## src/rtl/fetch_pkg.sv

```systemverilog
// fetch_pkg: constants and the IF/ID record shared by the fetch and decode stages.
package fetch_pkg;
    localparam int XLEN = 32;
    localparam int IMEM_DEPTH = 255;
    localparam logic [XLEN-1:0] RESET_PC = 32'h8000_0000;
    localparam logic [31:0] NOP_INST = 32'h0000_0013;
    typedef struct packed {
        logic [XLEN-1:0] pc;
        logic [XLEN-1:0] pc4;
        logic [31:0]     inst;
        logic            valid;
        logic            fault;
    } if_id_t;
    localparam if_id_t IF_ID_BUBBLE = '{pc: '0, pc4: '0, inst: NOP_INST, valid: 1'b0, fault: 1'b0};
endpackage

```

## src/rtl/fetch_if.sv

```systemverilog
// fetch_if: control inputs, instruction-memory port and IF/ID outputs of the fetch stage.
interface fetch_if #(parameter int WIDTH = 32);
    logic             stall;
    logic             redirect;
    logic [WIDTH-1:0] redirect_pc;
    logic [WIDTH-1:0] count;
    logic [31:0]      instt;
    logic [WIDTH-1:0] if_id_pc;
    logic [WIDTH-1:0] if_id_pc4;
    logic [31:0]      if_id_inst;
    logic             if_id_valid;
    logic             fetch_fault;
    modport master (
        input  stall, redirect, redirect_pc, instt,
        output count, if_id_pc, if_id_pc4, if_id_inst, if_id_valid, fetch_fault
    );
    modport slave (
        output stall, redirect, redirect_pc, instt,
        input  count, if_id_pc, if_id_pc4, if_id_inst, if_id_valid, fetch_fault
    );
endinterface

```

## src/rtl/if_id_reg.sv

```systemverilog
// if_id_reg: pipeline register with hold and flush-to-bubble; flush beats hold.
module if_id_reg import fetch_pkg::*; #(
    parameter int           W      = $bits(if_id_t),
    parameter logic [W-1:0] BUBBLE = IF_ID_BUBBLE
) (
    input  logic         clk,
    input  logic         rst_n,
    input  logic         hold,
    input  logic         flush,
    input  logic [W-1:0] d,
    output logic [W-1:0] q
);
    always_ff @(posedge clk or negedge rst_n)
        if (!rst_n)      q <= BUBBLE;
        else if (flush)  q <= BUBBLE;
        else if (!hold)  q <= d;
endmodule

```

## src/rtl/fetch_stage.sv

```systemverilog
// fetch_stage: PC register, next-PC selection and fetch-window check feeding the IF/ID register.
module fetch_stage import fetch_pkg::*; #(
    parameter int               WIDTH      = XLEN,
    parameter logic [WIDTH-1:0] RESET_PC   = fetch_pkg::RESET_PC,
    parameter int               IMEM_DEPTH = fetch_pkg::IMEM_DEPTH
) (
    input logic      clk,
    input logic      rst_n,
    fetch_if.master  bus
);
    localparam logic [WIDTH-1:0] LIMIT = RESET_PC + WIDTH'(4 * IMEM_DEPTH);
    logic [WIDTH-1:0] pc_q, pc_d;
    logic             mis_q, mis_d, ok;
    if_id_t           d, q;
    always_ff @(posedge clk or negedge rst_n)
        if (!rst_n) begin
            pc_q  <= RESET_PC;
            mis_q <= 1'b0;
        end else begin
            pc_q  <= pc_d;
            mis_q <= mis_d;
        end
    // The misaligned flag marks the first slot fetched after a redirect to an unaligned target.
    always_comb begin
        ok      = pc_q >= RESET_PC && pc_q < LIMIT && !mis_q;
        pc_d    = bus.redirect ? {bus.redirect_pc[WIDTH-1:2], 2'b00} : bus.stall ? pc_q : pc_q + WIDTH'(4);
        mis_d   = bus.redirect ? |bus.redirect_pc[1:0] : bus.stall ? mis_q : 1'b0;
        d.pc    = pc_q;
        d.pc4   = pc_q + WIDTH'(4);
        d.inst  = ok ? bus.instt : NOP_INST;
        d.valid = ok;
        d.fault = !ok;
    end
    if_id_reg u_if_id (
        .clk   (clk),
        .rst_n (rst_n),
        .hold  (bus.stall & ~bus.redirect),
        .flush (bus.redirect),
        .d     (d),
        .q     (q)
    );
    assign bus.count       = pc_q;
    assign bus.if_id_pc    = q.pc;
    assign bus.if_id_pc4   = q.pc4;
    assign bus.if_id_inst  = q.inst;
    assign bus.if_id_valid = q.valid;
    assign bus.fetch_fault = q.fault;
endmodule

```

## src/flat_wrapper.sv

```systemverilog
// flat-port wrapper written by rule: the top's interface ports become plain ports
module fetch_stage_flat import fetch_pkg::*;
#(
    parameter int               WIDTH      = XLEN,
    parameter logic [WIDTH-1:0] RESET_PC   = fetch_pkg::RESET_PC,
    parameter int               IMEM_DEPTH = fetch_pkg::IMEM_DEPTH
)
  (clk, rst_n, bus_stall, bus_redirect, bus_redirect_pc, bus_instt, bus_count, bus_if_id_pc, bus_if_id_pc4, bus_if_id_inst, bus_if_id_valid, bus_fetch_fault);
  fetch_if #(.WIDTH(WIDTH)) bus_i ();
  input logic clk;
  input logic rst_n;
  input wire logic [$bits(bus_i.stall)-1:0] bus_stall;
  input wire logic [$bits(bus_i.redirect)-1:0] bus_redirect;
  input wire logic [$bits(bus_i.redirect_pc)-1:0] bus_redirect_pc;
  input wire logic [$bits(bus_i.instt)-1:0] bus_instt;
  output wire logic [$bits(bus_i.count)-1:0] bus_count;
  output wire logic [$bits(bus_i.if_id_pc)-1:0] bus_if_id_pc;
  output wire logic [$bits(bus_i.if_id_pc4)-1:0] bus_if_id_pc4;
  output wire logic [$bits(bus_i.if_id_inst)-1:0] bus_if_id_inst;
  output wire logic [$bits(bus_i.if_id_valid)-1:0] bus_if_id_valid;
  output wire logic [$bits(bus_i.fetch_fault)-1:0] bus_fetch_fault;
  assign bus_i.stall = bus_stall;
  assign bus_i.redirect = bus_redirect;
  assign bus_i.redirect_pc = bus_redirect_pc;
  assign bus_i.instt = bus_instt;
  assign bus_count = bus_i.count;
  assign bus_if_id_pc = bus_i.if_id_pc;
  assign bus_if_id_pc4 = bus_i.if_id_pc4;
  assign bus_if_id_inst = bus_i.if_id_inst;
  assign bus_if_id_valid = bus_i.if_id_valid;
  assign bus_fetch_fault = bus_i.fetch_fault;
  fetch_stage #(.WIDTH(WIDTH), .RESET_PC(RESET_PC), .IMEM_DEPTH(IMEM_DEPTH)) u_core (.clk(clk), .rst_n(rst_n), .bus(bus_i));
endmodule
```

## config.mk

```make
export PLATFORM = sky130hd
export DESIGN_NAME = fetch_stage_flat
export DESIGN_NICKNAME = d
export VERILOG_FILES = /design/src/rtl/fetch_pkg.sv /design/src/rtl/fetch_if.sv /design/src/rtl/if_id_reg.sv /design/src/rtl/fetch_stage.sv /design/src/flat_wrapper.sv
export SDC_FILE = /design/constraint.sdc
export NUM_CORES = 1
export LEC_CHECK = 0
export BUFFER_PORTS_ARGS = -buffer_cell sky130_fd_sc_hd__clkbuf_2
export CAP_MARGIN = 10
export CORE_MARGIN = 3
export CORE_UTILIZATION = 55
export DETAILED_ROUTE_END_ITERATION = 12
export PLACE_DENSITY = 0.95
export SKIP_CTS_REPAIR_TIMING = 1
export SYNTH_ARGS = -nofsm -noshare
export SYNTH_HDL_FRONTEND = slang
export SYNTH_SLANG_ARGS = --single-unit
```

## constraint.sdc

```tcl
create_clock -name clk -period 5.4 [get_ports clk]
set_clock_uncertainty 0.1 [all_clocks]
set_input_delay 0.54 -clock clk [delete_from_list [all_inputs] [get_ports clk]]
set_output_delay 0.54 -clock clk [all_outputs]
set_load 0.1 [all_outputs]
```

Word-level counts from Yosys, hierarchy flattened
Index checks and enable logic that the tools add are counted.

Add/sub/neg operators: 1. $lt $le $gt $ge: 2. Equal/unequal tests: 2. Muxes and demuxes: 7. Bitwise gates (word level): 2. Reduce and logical (&&, ||, !) cells: 5.

Operators with widths (number): 98-bit two-way mux (2); 32-bit two-way mux (3); 32-bit by 3-bit adder with 32-bit output (second input constant) (1); 32-bit greater-or-equal comparator (second input constant) (1); 32-bit < comparator (second input constant) (1); 1-bit logical AND (2); 1-bit logical NOT (2); 1-bit two-way mux (2); 2-bit by 1-bit inequality test with 1-bit output (second input constant) (1); 2-bit inequality test (second input constant) (1); 2-bit OR reduction (1); 1-bit bitwise AND (1); 1-bit inverter (1).

Bits in registers: 131. Input port bits: 68. Output and inout port bits: 130. Word-level logic and storage cells: 22.

Logic depth before layout (Yosys ltp)
Gate-level depths: netlist of run 1.

Word-level depth: 6. Depth in mapped cells: 7. Depth with buffers taken out: 5.

Cells and area by module
From an unflattened synthesis of run 1, not the netlist that was laid out.

Cells, all modules: 701. Area total of the unflattened synthesis: 7015.5 um2.

Modules (own cells, without submodules): if_id_reg (times used 1, cells an instance 316, area each 4047.6 um2, sequential area each 2456.1 um2); fetch_stage (times used 1, cells an instance 385, area each 2967.8 um2, sequential area each 777.0 um2).

Worst setup path before layout of run 1
OpenSTA, ideal clock, no wires.

Path type: flip-flop to flip-flop. From: register u_core.pc_q[24], in the netlist u_core.bus.count[24]. To: register u_core.u_if_id.q[61]. Library setup time: 99 ps. Arrival: 2561 ps. Data required time: 5201 ps. Setup slack: 2640 ps. Stages on the path, launching flop included: 7. Buffers on the path: 2. Period minus slack after synthesis: 2760 ps. Cell sequence: dfrtp_1 > buf_2 > nand2_1 > or3_1 > clkbuf_1 > or4_1 > a311oi_1.

Word-level cells in the longest chain between the ends: 3.

RTL lines: from (decl) (line fetch_stage.sv:12) `logic [WIDTH-1:0] pc_q, pc_d;`; from (signal assigned) (line fetch_stage.sv:20) `pc_q <= pc_d;`; 32-bit by 3-bit adder with 32-bit output (line fetch_stage.sv:29) `d.pc4 = pc_q + WIDTH'(4);`; 98-bit two-way mux (line if_id_reg.sv:16) `else if (!hold) q <= d;`; 98-bit two-way mux (line if_id_reg.sv:15) `else if (flush) q <= BUBBLE;`; to (signal assigned) (line if_id_reg.sv:14) `if (!rst_n) q <= BUBBLE;`; to (signal assigned) (line if_id_reg.sv:15); to (signal assigned) (line if_id_reg.sv:16); to (decl) (line if_id_reg.sv:11) `output logic [W-1:0] q`.

No other way between the ends. The select of a mux whose other input is x is not followed. A chain may end at the register's enable or synchronous reset.

Worst setup path after layout of run 1
From: register u_core.pc_q[2], in the netlist u_core.bus.count[2]. To: register u_core.pc_q[30], in the netlist u_core.bus.count[30].

Word-level cells in the longest chain between the ends: 3.

RTL lines: 32-bit by 3-bit adder with 32-bit output (line fetch_stage.sv:26) `pc_d = bus.redirect ? {bus.redirect_pc[WIDTH-1:2], 2'b00} : bus.stall ? pc_q : pc_q + WIDTH'(4);`; 32-bit two-way mux (2 in a row) (line fetch_stage.sv:26).

No other way between the ends. The select of a mux whose other input is x is not followed.

==> metrics.md, run 1 <==
| Metric | Value |
|---|---|
| Global-route wire length before repair | `29700 um` |
| Time the final worst path needs with I/O delays and setup | `2.90 ns` |
| CTS H-Tree Depth | `4` |
| Share of the synthesized area in the top cell type | `approximately 49%` |
| Final Max Slew Viols | `0` |
| Number of antenna violations at the first check in global routing | `0` |
| Worst-path fanout max | `11` |
| HPWL after DPL | `12200 um` |
| Headroom to the max-slew limit | `between 30% and 40%` |
| Clock transition time at the flip-flop clock pins of the worst setup and hold paths | `0.05 ns` |
| Most area-hungry cell type in the Yosys netlist | `sky130_fd_sc_hd__dfrtp_1` |
| Total iterations of the first detailed-routing run | `7` |
| ANT cells | `0` |
| Data required time at the worst endpoint | `~5.6 ns` |
| Element type at the critical path end | `flop` |
| Count of buffers from port buffering | `195` |
| Number of endpoints with negative hold slack in the final report | `0` |
| Data arrival time of the worst path | `slightly above 3 ns` |
| Die W | `around 110 um` |
| Startpoint type of the worst setup path | `flop` |
| Post-synthesis instance total | `631` |
| Vias after detailed routing | `5891` |
| Final wirelength | `18400 um` |
| Count of pins on the block boundary | `198` |
| Outcome | `complete, no violations` |
| Areal power density over the cells | `approximately 370 nW/um2` |
| Largest voltage drop on the vdd net | `around 0.22 mV` |
| Post-DP Area | `7140 um2` |
| Number of global-route vias before repair | `5598` |
| Post-route worst hold slack | `around 0.13 ns` |
| Clock buffers created by TritonCTS | `17` |
| Average routed wire per standard cell | `between 15 and 20 um` |
| Number of nets still failing antenna checks after routing | `0` |
| Mean cell area of the mapped netlist | `9.87 um2` |
| Hold Path Class | `in -> async` |
| Die footprint | `roughly 13000 um2` |
| Buffer cell driving the clock tree root | `sky130_fd_sc_hd__clkbuf_16` |
| Mapped Area | `just over 6000 um2` |
| Setup repair after global routing missed its margin | `no` |
| Core area | `10900 um2` |
| Synth Flop Type | `sky130_fd_sc_hd__dfrtp_1` |
| Final global-route overflow total | `0` |
| Transition at the pin with the smallest max-transition slack | `around 1 ns` |
| Most numerous cell in the Yosys netlist | `sky130_fd_sc_hd__dfrtp_1` |
| Post-detailed-route DRC marker count | `0` |
| Max cap viols | `0` |
| Clock Sink Count | `roughly 130` |
| Maximum number of pins on one net before global-route repair | `101` |
| Final-layout setup total negative slack | `0 ns` |
| Initial detailed-routing violation count | `930` |
| Leak | `0.00372 uW` |
| Final Wtd Congestion | `0.889` |
| Routed vias/inst | `6.29` |
| Dominant cells by area after synthesis | `sky130_fd_sc_hd__dfrtp_1 (49%), sky130_fd_sc_hd__nor2_1 (4.5%), sky130_fd_sc_hd__a22o_1 (4.1%)` |
| EDFF count, synth | `0` |
| Number of rows created at floorplan | `38` |
| Maximum frequency from static timing analysis | `345 MHz` |
| CTS tree | `built` |
| Sequential cell area fraction in the yosys report | `50.7%` |
| Share of the clock period used by the worst path | `53.6%` |
| Synthesis Warnings | `0` |
| Starting density of the core | `56.9%` |
| Post-layout nets | `854` |
| Number of buffers on the longest clock path | `2` |
| Summed area of non-filler cells in the final layout | `slightly below 8000 um2` |
| Share of post-route cells with drive strength above 1 | `31.0%` |
| Die boundary height | `between 100 and 150 um` |
| Post-synthesis async set-or-reset flop share | `100%` |
| Leading post-synthesis cells by instance count | `sky130_fd_sc_hd__dfrtp_1 (122), sky130_fd_sc_hd__nor2_1 (75), sky130_fd_sc_hd__nand2_1 (44)` |
| Final setup violation count | `0` |
| Layout area overhead | `23.7%` |
| Total track usage | `between 20% and 30%` |
| Source-to-sink clock delay at the later pin of the worst-skew pair | `0.42 ns` |
| Flip-flop and latch count after synthesis | `126` |
| Critical path start-end classification | `reg -> reg` |
| Cell variety after synth | `56` |
| Total power consumption of the routed design | `2870 uW` |
[layer usage]
layer	GRT usage, %	vias to the layer above	share of wire (%)
li1	-	2601	-
met1	39.6	2788	38
met2	44.8	414	47
met3	8.63	88	11
met4	12.1	0	3.8
met5	0	-	0
[sequential cells by signal, summed over array words and instances, names as in the netlist]
name              cells
u_core.bus.count     30
u_core.mis_q          1
u_core.u_if_id.q     95
[cell usage in the layout, fill, tap and decap left out, drive strengths merged, types with 3 or more instances in the layout]
master | Yosys | routed
nand4b | 3 | 3
dfstp | 4 | 4
clkinvlp | 0 | 3
a311oi | 5 | 5
a21oi | 22 | 22
nand2 | 44 | 44
nor4b | 4 | 4
xnor2 | 24 | 24
dfrtp | 122 | 122
nor3 | 17 | 17
clkinv | 0 | 6
o41ai | 3 | 3
a31o | 3 | 3
a31oi | 11 | 11
nor4 | 18 | 18
buf | 35 | 9
inv | 14 | 14
and4 | 8 | 8
a211oi | 11 | 11
a211o | 4 | 4
mux2i | 25 | 25
nand4 | 21 | 21
o21ai | 18 | 18
or3 | 6 | 6
nor2 | 75 | 75
or4 | 6 | 6
nor2b | 5 | 5
nand2b | 3 | 3
nand3 | 15 | 15
o31ai | 8 | 8
clkbuf | 33 | 213
a311o | 4 | 4
a22o | 29 | 29
and3 | 7 | 7
[power by group]
group / internal (uW) / leakage, uW / switching [uW] / total [uW]
Sequential: 1000 / 0.00163 / 88.8 / 1090
Combinational: 127 / 0.00181 / 578 / 705
Clock: 663 / 0.000271 / 414 / 1080
Total: 1790 / 0.00372 / 1080 / 2870
[cells by family after synthesis]
logic type / after synthesis / share of synthesized area, %
adders and majority gates: 2 / 0.402
and+or+nand+nor: 237 / 19.8
buffers and inverters: 82 / 5.77
DFF: 126 / 50.7
AOI/OAI and AO/OA: 132 / 15.6
other: 1 / 0.0602
xor gates and xnor gates: 26 / 3.66
muxes: 25 / 4.02
[per-stage QoR]
step           cells  util, %  setup WS [ns]
3_5_place_dp     905     65.3           2.62
6_report         936     70.4           2.50
2_1_floorplan    632        -           2.64
5_1_grt          936     70.4           2.45
4_1_cts          936     70.4           2.67
3_3_place_gp     905     65.3           2.66
[critical path, cell delays in order, from the launching register on]
cell,delay [ns]
sky130_fd_sc_hd__dfrtp_1,0.51
sky130_fd_sc_hd__ha_1,0.30
sky130_fd_sc_hd__nand4_1,0.42
sky130_fd_sc_hd__nor3_1,0.92
sky130_fd_sc_hd__a21oi_1,0.22
sky130_fd_sc_hd__a211o_1,0.31
[final timing paths]
| path | slack, ns | endpoint | cells past startpoint | start |
|---|---|---|---|---|
| worst min-delay path | 0.13 | u_core.u_if_id.q[31]$_DFFE_PN0P_ | 1 | rst_n |
| min in group clk | 0.19 | u_core.u_if_id.q[6]$_DFFE_PN1P_ | 3 | bus_instt[4] |
| worst max-delay path | 2.50 | u_core.bus.count[30]$_DFFE_PN0N_ | 5 | u_core.bus.count[2]$_DFFE_PN0N_ |
| max in group asynchronous | 3.80 | u_core.bus.count[17]$_DFFE_PN0N_ | 2 | rst_n |
| worst min register to register | 0.37 | u_core.u_if_id.q[1]$_DFFE_PN0P_ | 1 | u_core.u_if_id.q[1]$_DFFE_PN0P_ |
| worst max register to register | 2.50 | u_core.bus.count[30]$_DFFE_PN0N_ | 5 | u_core.bus.count[2]$_DFFE_PN0N_ |
[layout make-up]
type	count	area [um2]
clock inverter	10	90.1
tap	140	175
fill	787	3240
timing repair buffer	201	1030
sequential	126	3160
inverter	14	52.6
clock buffer	21	470
multi-input combinational	424	2720
No activity file was read; power rests on OpenSTA's default activity.
==> run 2: changes to the inputs <==
Settings changed: ABC_AREA set to 1, CORE_UTILIZATION 55 to 51, PLACE_DENSITY 0.95 to 0.91.
Clock period 5.4 ns to 2.89 ns, I/O delays scaled along.
==> run 2 against run 1 <==
Compared with the run above:
- non-clock buffer count increased by 1
- routed wire length shrank 5.3%
- final area is 0.44% lower
- synthesized cell count grew 17%
- first-iteration DRC count down 53%
- register-to-register slack worse by 1.8 ns
- sequential cell count stayed put
- worst setup slack lost 1.8 ns
==> metrics.md, run 2 <==
| Metric | Value |
|---|---|
| Share of the synthesized area in the top cell type | `51.1%` |
| Core area | `roughly 11000 um2` |
| Leading post-synthesis cells by instance count | `sky130_fd_sc_hd__nand2_1 (271), sky130_fd_sc_hd__dfrtp_1 (122), sky130_fd_sc_hd__inv_1 (76)` |
| Flip-flop and latch count after synthesis | `126` |
| CTS H-Tree Depth | `4` |
| Headroom to the max-slew limit | `61.2%` |
| Transition at the pin with the smallest max-transition slack | `0.582 ns` |
| Mapped Area | `5980 um2` |
| Maximum number of pins on one net before global-route repair | `99` |
| Average routed wire per standard cell | `16.1 um` |
| Die boundary height | `114 um` |
| Number of rows created at floorplan | `38` |
| Hold Path Class | `in -> reg` |
| Share of post-route cells with drive strength above 1 | `31.6%` |
| Dominant cells by area after synthesis | `sky130_fd_sc_hd__dfrtp_1 (51%), sky130_fd_sc_hd__nand2_1 (17%), sky130_fd_sc_hd__o21ai_0 (5.0%)` |
| Register with the highest flop count | `u_core.u_if_id.q` |
| Hold path cells | `3` |
| Most numerous cell in the Yosys netlist | `sky130_fd_sc_hd__nand2_1` |
| ANT cells | `0` |
| Number of nets still failing antenna checks after routing | `0` |
| Critical path start-end classification | `reg -> reg` |
| Clock buffers created by TritonCTS | `17` |
| Die W | `114 um` |
| Routed vias/inst | `5.28` |
| Total track usage | `27.1%` |
| Final-layout setup total negative slack | `0 ns` |
| Summed area of non-filler cells in the final layout | `7660 um2` |
| Final Max Slew Viols | `0` |
| Die footprint | `13100 um2` |
| Synth Flop Type | `sky130_fd_sc_hd__dfrtp_1` |
| Final Wtd Congestion | `0.970` |
| Met3 Usage GRT | `about 5.4%` |
| Area occupied by multi-input gates | `2320 um2` |
| Post-placement cell count | `1049` |
| Data required time at the worst endpoint | `about 3.1 ns` |
| Final setup violation count | `0` |
| Leak | `around 0.0042 uW` |
| Final global-route overflow total | `0` |
| Post-synthesis async set-or-reset flop share | `100%` |
| Largest voltage drop on the vdd net | `0.474 mV` |
| Synthesis Warnings | `0` |
| Worst-path fanout max | `33` |
| Global-route wire length before repair | `28100 um` |
| Number of endpoints with negative hold slack in the final report | `0` |
| Count of filler cells inserted in the layout | `910` |
| Clock transition time at the flip-flop clock pins of the worst setup and hold paths | `around 0.06 ns` |
| Areal power density over the cells | `727 nW/um2` |
| Data arrival time of the worst path | `about 2.4 ns` |
| Most area-hungry cell type in the Yosys netlist | `sky130_fd_sc_hd__dfrtp_1` |
| Commonest cells after routing, fill and taps aside | `sky130_fd_sc_hd__nand2_1 (271), sky130_fd_sc_hd__clkbuf_2 (194), sky130_fd_sc_hd__dfrtp_1 (122)` |
| Max cap viols | `0` |
| Final non-filler cell total | `1082` |
| Most common cell after layout, fill and taps aside | `sky130_fd_sc_hd__nand2_1` |
| Mean cell area of the mapped netlist | `8.10 um2` |
| Layer carrying the most global-route usage | `met2` |
| HPWL after DPL | `about 12000 um` |
| Outcome | `complete, no violations` |
| Post-synthesis instance total | `738` |
| Maximum frequency from static timing analysis | `450 MHz` |
| Share of the clock period used by the worst path | `around three quarters` |
| EDFF count, synth | `0` |
| CTS tree | `built` |
| Post-DP Area | `7020 um2` |
| Post-layout nets | `around 1000` |
| Max reg flops | `95` |
| Total iterations of the first detailed-routing run | `5` |
| Startpoint type of the worst setup path | `flop` |
| Reg2reg path depth | `8` |
| Cell variety after synth | `30` |
| Routing usage on met2 | `44.5%` |
| Layout area overhead | `28.3%` |
| Number of antenna violations at the first check in global routing | `0` |
| Met1 Usage GRT | `a little over a third` |
| Number of buffers on the longest clock path | `2` |
| Reg area | `approximately 3200 um2` |
| Initial detailed-routing violation count | `about 430` |
| Count of pins on the block boundary | `around 200` |
| Post-route worst hold slack | `0.00229 ns` |
| Element type at the critical path end | `flop` |
| Vias after detailed routing | `between 5000 and 6000` |
| Post-detailed-route DRC marker count | `0` |
| Time the final worst path needs with I/O delays and setup | `2.22 ns` |
| Final core occ | `68.9%` |
| Starting density of the core | `53.7%` |
| Count of buffers from port buffering | `195` |
| Setup repair after global routing missed its margin | `no` |
| Number of global-route vias before repair | `about 5600` |
| Sequential cell area fraction in the yosys report | `52.8%` |
| Final wirelength | `about 17000 um` |
| Source-to-sink clock delay at the later pin of the worst-skew pair | `0.41 ns` |
| Clock Sink Count | `126` |
| Buffer cell driving the clock tree root | `sky130_fd_sc_hd__clkbuf_16` |
-- run 2: through the flow --
step,total power [uW],setup slack (ns)
2_1_floorplan,3000,0.549
3_3_place_gp,3300,0.825
3_5_place_dp,3310,0.690
4_1_cts,5580,0.651
5_1_grt,5750,0.520
6_report,5570,0.669
-- run 2: worst paths after layout --
| check | slack [ns] | start | to |
|---|---|---|---|
| min in group asynchronous | 0.25 | rst_n | u_core.u_if_id.q[49]$_DFFE_PN0P_ |
| min reg2reg | 0.38 | u_core.u_if_id.q[9]$_DFFE_PN0P_ | u_core.u_if_id.q[9]$_DFFE_PN0P_ |
| max in group asynchronous | 1.61 | rst_n | u_core.bus.count[31]$_DFFE_PN1N_ |
| max | 0.67 | u_core.bus.count[2]$_DFFE_PN0N_ | u_core.u_if_id.q[7]$_DFFE_PN0P_ |
| max reg2reg | 0.67 | u_core.bus.count[2]$_DFFE_PN0N_ | u_core.u_if_id.q[7]$_DFFE_PN0P_ |
| min | 0.002 | bus_redirect_pc[4] | u_core.bus.count[4]$_DFFE_PN0N_ |
-- run 2: kinds of logic after synthesis --
family / Yosys count / share of synthesized area, %
AO/OA/AOI/OAI: 98 / 10.3
XOR/XNOR: 1 / 0.147
adder cells (fa/ha/maj): 2 / 0.419
buffers and inverters: 117 / 8.40
flip-flops: 126 / 52.8
other: 1 / 0.0628
AND/OR/NAND/NOR: 393 / 27.8
-- run 2: power by group --
part,total (uW),leakage [uW],internal (uW),switching (uW)
Combinational,1300,0.00223,193,1100
Clock,2280,0.000300,1470,811
Sequential,1990,0.00166,1870,120
-- run 2: cell type report --
class / count / share of cell area [%]
clock inverters: 13 / 2.45
clock buffers: 19 / 5.78
flip-flops and latches: 126 / 41.2
multi-input cells: 496 / 30.3
inverters: 86 / 4.21
repair buffers: 202 / 13.8
well taps: 140 / 2.29
-- run 2: routing by layer --
metal	up-vias	wire, um
li1	2676	-
met1	2717	7290
met2	287	8440
met3	30	1370
met4	0	342
met5	-	0
-- run 2: critical path: stages (launching register included) --
cell and delay, ns:
sky130_fd_sc_hd__dfrtp_1 0.47, sky130_fd_sc_hd__ha_1 0.32, sky130_fd_sc_hd__nand2_4 0.11, sky130_fd_sc_hd__nor2_4 0.05, sky130_fd_sc_hd__nand2_4 0.09, sky130_fd_sc_hd__nand2_2 0.06
sky130_fd_sc_hd__nor2_4 0.11, sky130_fd_sc_hd__nand3_4 0.42, sky130_fd_sc_hd__o21ai_0 0.36
==> run 3: changes to the inputs <==
Clock period 2.89 ns to 2.2 ns, I/O delays scaled along.
==> run 3 against run 2 <==
Compared with the run above:
- via count grew 4.9%
- utilization rose by 4.6 points
- sequential share of layout area fell by 2.6 points
- fmax up 17%
- first-iteration DRC count is 35% higher
- global-route usage grew 0.64 points
- sequential power rose by 31%
- final cell count grew 4.5%
- die area did not move
- clock power grew 32%
- critical path type unchanged
==> metrics.md, run 3 (synthesized netlist as in run 2, its figures left out) <==
| Metric | Value |
|---|---|
| Outcome | `complete, no violations` |
| Final setup violation count | `0` |
| Die footprint | `13100 um2` |
| Layout area overhead | `36.9%` |
| CTS H-Tree Depth | `4` |
| Number of rows created at floorplan | `38` |
| Most common cell after layout, fill and taps aside | `sky130_fd_sc_hd__nand2_1` |
| Number of global-route vias before repair | `5609` |
| Die boundary height | `114 um` |
| Max reg flops | `95` |
| Headroom to the max-slew limit | `61.5%` |
| Transition at the pin with the smallest max-transition slack | `0.580 ns` |
| Total track usage | `27.7%` |
| Number of nets still failing antenna checks after routing | `0` |
| Share of the clock period used by the worst path | `86.2%` |
| HPWL after DPL | `about 13000 um` |
| Final Max Slew Viols | `0` |
| Final global-route overflow total | `0` |
| Initial detailed-routing violation count | `588` |
| Largest voltage drop on the vdd net | `0.772 mV` |
| Maximum number of pins on one net before global-route repair | `99` |
| Share of post-route cells with drive strength above 1 | `30.6%` |
| Average routed wire per standard cell | `between 15 and 20 um` |
| Data arrival time of the worst path | `between 2 and 2.5 ns` |
| Areal power density over the cells | `908 nW/um2` |
| Clock Sink Count | `126` |
| Die W | `between 100 and 150 um` |
| Number of buffers on the longest clock path | `2` |
| Maximum frequency from static timing analysis | `between 500 and 600 MHz` |
| Element type at the critical path end | `flop` |
| Data required time at the worst endpoint | `2.40 ns` |
| Hold Path Class | `in -> reg` |
| Routed vias/inst | `5.29` |
| Total power consumption of the routed design | `7420 uW` |
| Worst-path fanout max | `8` |
| Global-route wire length before repair | `28300 um` |
| ANT cells | `0` |
| Core area | `11100 um2` |
| Post-route worst hold slack | `0.000563 ns` |
| Vias after detailed routing | `5988` |
| Total iterations of the first detailed-routing run | `5` |
| Source-to-sink clock delay at the later pin of the worst-skew pair | `~0.42 ns` |
| Number of endpoints with negative hold slack in the final report | `0` |
| Post-detailed-route DRC marker count | `0` |
| Number of antenna violations at the first check in global routing | `0` |
| Post-layout nets | `about 1000` |
| Clock transition time at the flip-flop clock pins of the worst setup and hold paths | `approximately 0.060 ns` |
| Count of pins on the block boundary | `a little under 200` |
| Startpoint type of the worst setup path | `flop` |
| Register with the highest flop count | `u_core.u_if_id.q` |
| Buffer cell driving the clock tree root | `sky130_fd_sc_hd__clkbuf_16` |
| Commonest cells after routing, fill and taps aside | `sky130_fd_sc_hd__nand2_1 (271), sky130_fd_sc_hd__clkbuf_2 (194), sky130_fd_sc_hd__dfrtp_1 (120)` |
| Final wirelength | `19400 um` |
| Time the final worst path needs with I/O delays and setup | `1.90 ns` |
| Final-layout setup total negative slack | `0 ns` |
| Starting density of the core | `53.7%` |
| Critical path start-end classification | `reg -> reg` |
| CTS tree | `built` |
| Clock buffers created by TritonCTS | `17` |
| Count of filler cells inserted in the layout | `830` |
| Max cap viols | `0` |
| Count of buffers from port buffering | `195` |
| Final Wtd Congestion | `around 0.94` |
| Setup repair after global routing missed its margin | `no` |
| Leak | `0.00440 uW` |
-- run 3: cell count changes in the layout (fill, tap and decap cells not counted) --
cell                            previous run  this run
sky130_fd_sc_hd__dlygate4sd3_1             1        47
sky130_fd_sc_hd__buf_12                    2         4
sky130_fd_sc_hd__dfrtp_1                 122       120
sky130_fd_sc_hd__dfrtp_2                   0         2
sky130_fd_sc_hd__buf_4                     5         6
sky130_fd_sc_hd__clkinv_2                  2         1
sky130_fd_sc_hd__clkinv_4                  2         3
sky130_fd_sc_hd__clkinvlp_4                3         4
sky130_fd_sc_hd__inv_6                     2         1
-- run 3: where the power goes --
group	internal (uW)	total [uW]	switching [uW]
combinational	313	1790	1480
clock	1930	3020	1080
sequential	2460	2610	157
total	4700	7420	2720
-- run 3: final cells by class --
cell class	instances	area [um2]	share of cell area [%]
well taps	140	175	2.14
inverters	86	323	3.95
clock inverters	13	190	2.33
flip-flops and latches	126	3160	38.6
clock buffers	19	443	5.42
repair buffers	251	1570	19.2
multi-input cells	496	2320	28.4
-- run 3: worst paths after layout --
kind,cells past startpoint,end,start,slack (ns)
min in group asynchronous,2,u_core.u_if_id.q[50]$_DFFE_PN0P_,rst_n,0.24
setup / recovery,6,u_core.bus.count[16]$_DFFE_PN0N_,u_core.bus.count[2]$_DFFE_PN0N_,0.30
setup reg to reg,6,u_core.bus.count[16]$_DFFE_PN0N_,u_core.bus.count[2]$_DFFE_PN0N_,0.30
hold reg to reg,2,u_core.u_if_id.q[59]$_DFFE_PN0P_,u_core.u_if_id.q[59]$_DFFE_PN0P_,0.38
max in group asynchronous,3,u_core.bus.count[31]$_DFFE_PN1N_,rst_n,1.05
hold / removal,5,u_core.bus.count[31]$_DFFE_PN1N_,bus_redirect_pc[31],0.0006
-- run 3: per-layer routing --
metal  track usage [%]  vias up  routed length [um]
li1                  -     2785                   -
met1              36.3     2839                7560
met2              46.0      322                9840
met3              7.35       42                1560
met4              7.28        0                 433
met5                 0        -                   0
-- run 3: critical path: stages, from the launching register on --
cell and delay, ns:
sky130_fd_sc_hd__dfrtp_2 0.44, sky130_fd_sc_hd__ha_1 0.32, sky130_fd_sc_hd__nand3_1 0.21, sky130_fd_sc_hd__nor2_1 0.35
sky130_fd_sc_hd__nand4_1 0.14, sky130_fd_sc_hd__nand3_1 0.14, sky130_fd_sc_hd__nand3_1 0.07
-- run 3: metrics by stage --
step	worst slack, ns	area (um2)	std cells	util (%)
6_report	0.303	8180	1131	73.5
3_3_place_gp	0.423	7070	1052	63.6
5_1_grt	0.153	8180	1131	73.5
3_5_place_dp	0.368	7070	1052	63.6
4_1_cts	0.355	7710	1084	69.3
2_1_floorplan	0.0532	5980	739	-
